File: src/rtl/dmem_arb_pkg.sv
// dmem_arb_pkg
//   Shared types and default constants for the data-memory arbiter slice.
//   arb_state_t : arbiter FSM states (ARB = normal arbitration, BURST = aux holds RAM)
//   owner_t     : identifies which requester owns an access or a pending read return
//   cnt_width() : width needed for a saturating counter that must reach 'limit'
package dmem_arb_pkg;

  localparam int ADDR_W_DEF       = 12;
  localparam int DATA_W_DEF       = 32;
  localparam int BURST_MAX_DEF    = 16;
  localparam int STARVE_LIMIT_DEF = 4;

  typedef enum logic {
    ARB,
    BURST
  } arb_state_t;

  typedef enum logic [1:0] {
    OWN_NONE,
    OWN_CPU,
    OWN_AUX
  } owner_t;

  // Bits needed to hold values 0..limit inclusive.
  function automatic int cnt_width(input int limit);
    return $clog2(limit + 1);
  endfunction

endpackage

File: src/rtl/dmem_arb_counter.sv
// dmem_arb_counter
//   Saturating up-counter used for both the burst-length and CPU-starvation counts.
//   Ports:
//     clock  in  system clock (rising edge)
//     reset  in  asynchronous active-high reset, clears the count
//     inc    in  add one unless already at LIMIT
//     clr    in  return to zero (wins over inc)
//     sat    out count has reached LIMIT
module dmem_arb_counter
  import dmem_arb_pkg::*;
#(
  parameter int LIMIT = 4,
  parameter int WIDTH = cnt_width(LIMIT)
) (
  input  logic clock,
  input  logic reset,
  input  logic inc,
  input  logic clr,
  output logic sat
);

  localparam logic [WIDTH-1:0] LIMIT_V = WIDTH'(LIMIT);

  logic [WIDTH-1:0] count;

  assign sat = (count == LIMIT_V);

  // Count holds at LIMIT rather than wrapping so a long stall can never
  // look like a fresh start to the arbiter.
  always_ff @(posedge clock or posedge reset) begin
    if (reset) begin
      count <= '0;
    end else if (clr) begin
      count <= '0;
    end else if (inc && !sat) begin
      count <= count + 1'b1;
    end
  end

endmodule

File: src/rtl/dmem_arbiter.sv
// dmem_arbiter
//   Shares one single-port data RAM between the CPU and an auxiliary bus master
//   (loader / DMA). One access is issued per cycle; the other requester stalls.
//   The CPU wins ties by default, aux may lock bursts of up to BURST_MAX beats,
//   and a starvation counter forces a CPU grant after STARVE_LIMIT denied cycles.
//   Ports:
//     clock, reset                       clock and asynchronous active-high reset
//     cpu_req/we/addr/wdata              CPU access request
//     cpu_gnt, cpu_stall                 access issued this cycle / request waiting
//     cpu_rvalid, cpu_rdata              read return, one cycle after a read grant
//     aux_req/we/addr/wdata, aux_lock    aux access request, lock holds the RAM
//     aux_gnt, aux_rvalid, aux_rdata     as for the CPU
//     ram_wEn, ram_addr, ram_dataIn      RAM command, all zero when nothing granted
//     ram_dataOut                        registered RAM read data
//   Build option: DMEM_ARB_RR_EN makes ARB-state ties alternate between the two
//   ports (round-robin) instead of always favouring the CPU.
module dmem_arbiter
  import dmem_arb_pkg::*;
#(
  parameter int ADDR_W       = ADDR_W_DEF,
  parameter int DATA_W       = DATA_W_DEF,
  parameter int BURST_MAX    = BURST_MAX_DEF,
  parameter int STARVE_LIMIT = STARVE_LIMIT_DEF
) (
  input  logic              clock,
  input  logic              reset,
  input  logic              cpu_req,
  input  logic              cpu_we,
  input  logic [ADDR_W-1:0] cpu_addr,
  input  logic [DATA_W-1:0] cpu_wdata,
  output logic              cpu_gnt,
  output logic              cpu_stall,
  output logic              cpu_rvalid,
  output logic [DATA_W-1:0] cpu_rdata,
  input  logic              aux_req,
  input  logic              aux_we,
  input  logic [ADDR_W-1:0] aux_addr,
  input  logic [DATA_W-1:0] aux_wdata,
  input  logic              aux_lock,
  output logic              aux_gnt,
  output logic              aux_rvalid,
  output logic [DATA_W-1:0] aux_rdata,
  output logic              ram_wEn,
  output logic [ADDR_W-1:0] ram_addr,
  output logic [DATA_W-1:0] ram_dataIn,
  input  logic [DATA_W-1:0] ram_dataOut
);

  arb_state_t state;
  owner_t     rd_owner;

  logic burst_sat;
  logic burst_inc;
  logic burst_clr;
  logic burst_exit;
  logic starve_sat;
  logic starve_fire;
  logic starve_inc;
  logic cpu_win;
  logic aux_win;

`ifdef DMEM_ARB_RR_EN
  // Holds the port that should win the next ARB-state tie (loser of the last one).
  owner_t last_owner;
`endif

  // Starvation only matters while the CPU is still asking.
  assign starve_fire = starve_sat & cpu_req;

  // Grant decision from requests and registered state. CPU wins ARB ties
  // (or alternates with aux in round-robin builds); in BURST aux keeps the RAM
  // unless the burst has hit its length cap or the CPU has starved.
  always_comb begin
    cpu_win = 1'b0;
    aux_win = 1'b0;
    case (state)
      ARB: begin
        if (cpu_req && aux_req) begin
`ifdef DMEM_ARB_RR_EN
          if (last_owner == OWN_AUX && !starve_fire) begin
            aux_win = 1'b1;
          end else begin
            cpu_win = 1'b1;
          end
`else
          cpu_win = 1'b1;
`endif
        end else begin
          cpu_win = cpu_req;
          aux_win = aux_req;
        end
      end
      BURST: begin
        if (starve_fire) begin
          cpu_win = 1'b1;
        end else begin
          aux_win = aux_req & ~burst_sat;
          cpu_win = cpu_req & ~aux_win;
        end
      end
      default: begin
        cpu_win = 1'b0;
        aux_win = 1'b0;
      end
    endcase
  end

  // Reset forces every output low immediately, even though grants are combinational.
  assign cpu_gnt   = cpu_win & ~reset;
  assign aux_gnt   = aux_win & ~reset;
  assign cpu_stall = cpu_req & ~cpu_gnt & ~reset;

  // Burst leaves BURST on unlock, idle aux, length cap or CPU starvation.
  assign burst_exit = ~aux_lock | ~aux_req | burst_sat | starve_fire;
  assign burst_clr  = (state == BURST) & burst_exit;
  assign burst_inc  = aux_gnt & ((state == ARB) ? aux_lock : 1'b1);

  assign starve_inc = cpu_req & ~cpu_gnt;

  dmem_arb_counter #(
    .LIMIT (BURST_MAX)
  ) u_burst_cnt (
    .clock (clock),
    .reset (reset),
    .inc   (burst_inc),
    .clr   (burst_clr),
    .sat   (burst_sat)
  );

  dmem_arb_counter #(
    .LIMIT (STARVE_LIMIT)
  ) u_starve_cnt (
    .clock (clock),
    .reset (reset),
    .inc   (starve_inc),
    .clr   (~starve_inc),
    .sat   (starve_sat)
  );

  // FSM state, pending read owner and (optionally) the round-robin pointer.
  // A read granted on a state transition still records its owner so the
  // data returns normally the following cycle.
  always_ff @(posedge clock or posedge reset) begin
    if (reset) begin
      state    <= ARB;
      rd_owner <= OWN_NONE;
`ifdef DMEM_ARB_RR_EN
      last_owner <= OWN_CPU;
`endif
    end else begin
      case (state)
        ARB:     if (aux_gnt && aux_lock) state <= BURST;
        BURST:   if (burst_exit) state <= ARB;
        default: state <= ARB;
      endcase

      if (cpu_gnt && !cpu_we) begin
        rd_owner <= OWN_CPU;
      end else if (aux_gnt && !aux_we) begin
        rd_owner <= OWN_AUX;
      end else begin
        rd_owner <= OWN_NONE;
      end

`ifdef DMEM_ARB_RR_EN
      if (state == ARB && cpu_req && aux_req) begin
        last_owner <= cpu_gnt ? OWN_AUX : OWN_CPU;
      end
`endif
    end
  end

  // RAM command comes from whichever port holds the grant; idle cycles drive zero.
  always_comb begin
    ram_wEn    = 1'b0;
    ram_addr   = '0;
    ram_dataIn = '0;
    if (cpu_gnt) begin
      ram_wEn    = cpu_we;
      ram_addr   = cpu_addr;
      ram_dataIn = cpu_wdata;
    end else if (aux_gnt) begin
      ram_wEn    = aux_we;
      ram_addr   = aux_addr;
      ram_dataIn = aux_wdata;
    end
  end

  assign cpu_rvalid = (rd_owner == OWN_CPU);
  assign aux_rvalid = (rd_owner == OWN_AUX);
  assign cpu_rdata  = cpu_rvalid ? ram_dataOut : '0;
  assign aux_rdata  = aux_rvalid ? ram_dataOut : '0;

endmodule

File: config.mk
export PLATFORM = sky130hd
export DESIGN_NAME = dmem_arbiter
export DESIGN_NICKNAME = d
export VERILOG_FILES = /design/src/rtl/dmem_arb_pkg.sv /design/src/rtl/dmem_arb_counter.sv /design/src/rtl/dmem_arbiter.sv
export SDC_FILE = /design/constraint.sdc
export NUM_CORES = 1
export LEC_CHECK = 0
export CORE_AREA = 2 2 92 94
export CTS_BUF_LIST = sky130_fd_sc_hd__clkbuf_4 sky130_fd_sc_hd__clkbuf_8 sky130_fd_sc_hd__clkbuf_16
export CTS_CLUSTER_DIAMETER = 30
export DETAILED_ROUTE_END_ITERATION = 6
export DIE_AREA = 0 0 94 96
export PLACE_DENSITY = 0.81
export RECOVER_POWER = 50
export SETUP_SLACK_MARGIN = 0.2
export SYNTH_ARGS = -nofsm -noshare
export SYNTH_HDL_FRONTEND = slang
export SYNTH_SLANG_ARGS = --single-unit
File: constraint.sdc
create_clock -name clock -period 4.2 [get_ports clock]
set_clock_uncertainty 0.2 [all_clocks]
set_input_delay 0.63 -clock clock [delete_from_list [all_inputs] [get_ports clock]]
set_output_delay 0.63 -clock clock [all_outputs]
set_load 0.1 [all_outputs]
==> key figures <==
Floorplan
  • Chip Width: 94 um
  • Die Area: 0.00902 mm2
  • Row count: 33
  • IO Pins: 241
  • Core area: 0.00805 mm2
  • Initial Util: 20.1%
  • Die H: 96 um

Placed design
  • PortBufs: 240
  • DP Wirelength: 7240 um
  • Inst Count DP: 533
  • Routability cong.: 0.852
  • Placed inst area: 0.00438 mm2

CTS
  • Worst-skew pair later-pin latency: 0.24 ns
  • Clock transition at path regs: 0.05 ns
  • CTS tree: built
  • Max clock buf depth: 2
  • CTS H-tree lvls: 1
  • Clock root buffer: clkbuf_8
  • Number of hold buffers added after cts: 0
  • Resize count post-CTS: 0
  • TritonCTS buffer count: 3
  • Clock Sinks: 11
  • Setup bufs post-CTS: 0

Timing
  • Minimum clock period: 3.50 ns
  • Final hold vios: 0
  • Setup_tns: 0 ns
  • Worst-Margin Slew: 1.65 ns
  • Max_slew headroom: -10.4%
  • Fmax: 0.286 GHz
  • Final setup viols: 0
  • Fin. max-slew vios: 68
  • RSZ-0062 raised after global routing: no
  • Crit share post-route: 83.3%

Run status
  • Result of the run: finished with violations
  • Violated checks: max-capacitance violations, max-slew violations

Yosys
  • Post-Synthesis Cells: 202
  • Synth Register Bits: 11
  • Distinct cell type count of the synthesized netlist: 33
  • Syn_area_per_cell: 8.00 um2
  • Synth area leaders: and2_1 25%, a22o_1 24%, dfrtp_1 17%
  • Sequential area share after synthesis: 17.0%
  • Post-synth top area cell: and2_1
  • Async set-reset flop share out of synthesis: 100%
  • Count leader, synth: and2_1
  • Commonest cells in the netlist: 64 x and2_1, 45 x a22o_1, 11 x dfrtp_1
  • Yosys synthesis warning count: 0
  • Main flop type after synthesis: dfrtp_1
  • Mapped Nets: 333
  • Top-area cell type share of the netlist area: 24.8%
  • EDFF count, synth: 0
  • Mapped Area: 0.00162 mm2

Critical path
  • Worst endpoint required time: 3.37 ns
  • Data arrival, critical path: 2.67 ns
  • Crit-path slowest cell: buf_4
  • Critical Path Max Stage Delay: 0.44 ns
  • Crit path capture type: output port
  • Crit path kind: register to output port
  • R2R cell count: 8
  • Critical-path cell list: inv_1 > ha_1 > nor4bb_1 > clkbuf_1 > o311a_1 > buf_4 > a22o_1 > buf_12
  • R2R setup slack: 1.68 ns
  • Startpoint Class: register
  • Max Fanout on Critical Path: 48

GRT
  • Vias in the first global route: 2179
  • Total grt overflow: 0
  • Largest net degree at the start of global routing: 49
  • Tot GR Track Use: 16.6%
  • First-pass GRT wire length: 11800 um
  • Initial antenna violation count: 3

Detailed routing
  • DRT Wirelength: 8550 um
  • Routed len/inst: 15.9 um
  • Vias: 2394
  • Drt drc: 0
  • DRT Pass-1 Iters: 4
  • Iter 0 DRT Violations: 50
  • Post-DRT Antenna Nets: 0
  • Via density: 4.44

Cells and area
  • Share of cells above drive strength 1: 28.5%
  • Sequential cell area: 275 um2
  • Multi-input gate area: 0.00121 mm2
  • Final net count: 564
  • Final non-filler cell total: 539
  • # fillers: 724
  • Design area: 0.00430 mm2
  • Layout area overhead: 166%

Min path
  • Type of the most critical hold path: register to register
  • Hold Path Stages: 2

Power and ir drop
  • Pwr/cell area: 227 mW/mm2
  • Total power: 0.975 mW
  • Maximum vdd drop: 0.275 mV
  • Leakage power: 1.93 nW

Run
  • Maxcap violations: 2
## placed cells by master, fill, tap and decap left out, types with 2 or more instances in the layout
master | synthesis | layout
nand2b_1 | 2 | 2
inv_1 | 7 | 7
buf_12 | 0 | 46
clkbuf_1 | 6 | 3
dlygate4sd3_1 | 0 | 2
xnor2_1 | 2 | 2
clkdlybuf4s50_1 | 0 | 124
a22o_1 | 45 | 45
a211o_1 | 2 | 2
a21oi_1 | 4 | 4
nand4_1 | 2 | 2
and3_1 | 3 | 3
buf_4 | 1 | 26
ha_1 | 4 | 4
or4_1 | 2 | 2
dfrtp_1 | 11 | 11
and2_1 | 64 | 64
nor2b_1 | 4 | 4
nand3_1 | 3 | 3
nand4b_1 | 2 | 2
nor2_1 | 7 | 7
clkbuf_2 | 0 | 43
diode_2 | 0 | 2
clkbuf_8 | 0 | 3
nand2_1 | 7 | 7
## report_power, final
| part | switching [mW] | internal, mW | total, mW |
|---|---|---|---|
| Combinational | 0.438 | 0.280 | 0.717 |
| Clock | 0.0423 | 0.0733 | 0.116 |
| Sequential | 0.0201 | 0.122 | 0.142 |
| Total | 0.500 | 0.475 | 0.975 |
## cells by family after synthesis
| logic type | share of synthesized area (%) |
|---|---|
| simple gates | 37.7 |
| mux | 0.619 |
| flops | 17.0 |
| xor+xnor | 1.08 |
| buf+inv | 8.82 |
| fa+ha+maj | 3.10 |
| compound gates | 31.7 |
## stage by stage
step                hold slack, ns  util [%]  setup slack [ns]
floorplan                    0.291         -             0.753
global placement             0.327      54.4             0.900
CTS                          0.341      55.0             0.871
global route                 0.390      53.4             0.518
detailed placement           0.331      54.4             0.865
finish                       0.335      53.4             0.702
## critical path: cells and delay by family, from the launching register on
kind | cells | cell delay, ns
DFF | 1 | 0.42
adders and majority gates | 1 | 0.14
AOI/OAI and AO/OA | 2 | 0.52
and+or+nand+nor | 1 | 0.21
buffers and inverters | 4 | 1.10
## final cells by class
class / count / share of cell area (%)
tap: 105 / 3.05
antenna: 2 / 0.116
timing repair buffer: 244 / 60.5
multi-input combinational: 166 / 28.2
sequential: 11 / 6.40
inverter: 7 / 0.611
clock buffer: 4 / 1.13
## flip-flops by register name, indices dropped and copies added (netlist names)
name                count
rd_owner                2
u_starve_cnt.count      3
state                   1
u_burst_cnt.count       5
## layer usage
metal	GRT usage [%]	wire length [um]
met4	2.05	55
met2	30.5	4490
met1	19.3	3060
met3	5.48	926
met5	0	13
## final timing paths
path / start / endpoint
worst max-delay path: u_burst_cnt.count[0] / ram_dataIn[19]
worst min-delay path: u_burst_cnt.count[4] / u_burst_cnt.count[4]
worst max register to register: u_burst_cnt.count[0] / u_starve_cnt.count[2]
worst min register to register: u_burst_cnt.count[4] / u_burst_cnt.count[4]
max in group asynchronous: reset / u_starve_cnt.count[1]
min in group asynchronous: reset / u_starve_cnt.count[2]
Note: power is estimated with default switching activity, not from simulation.
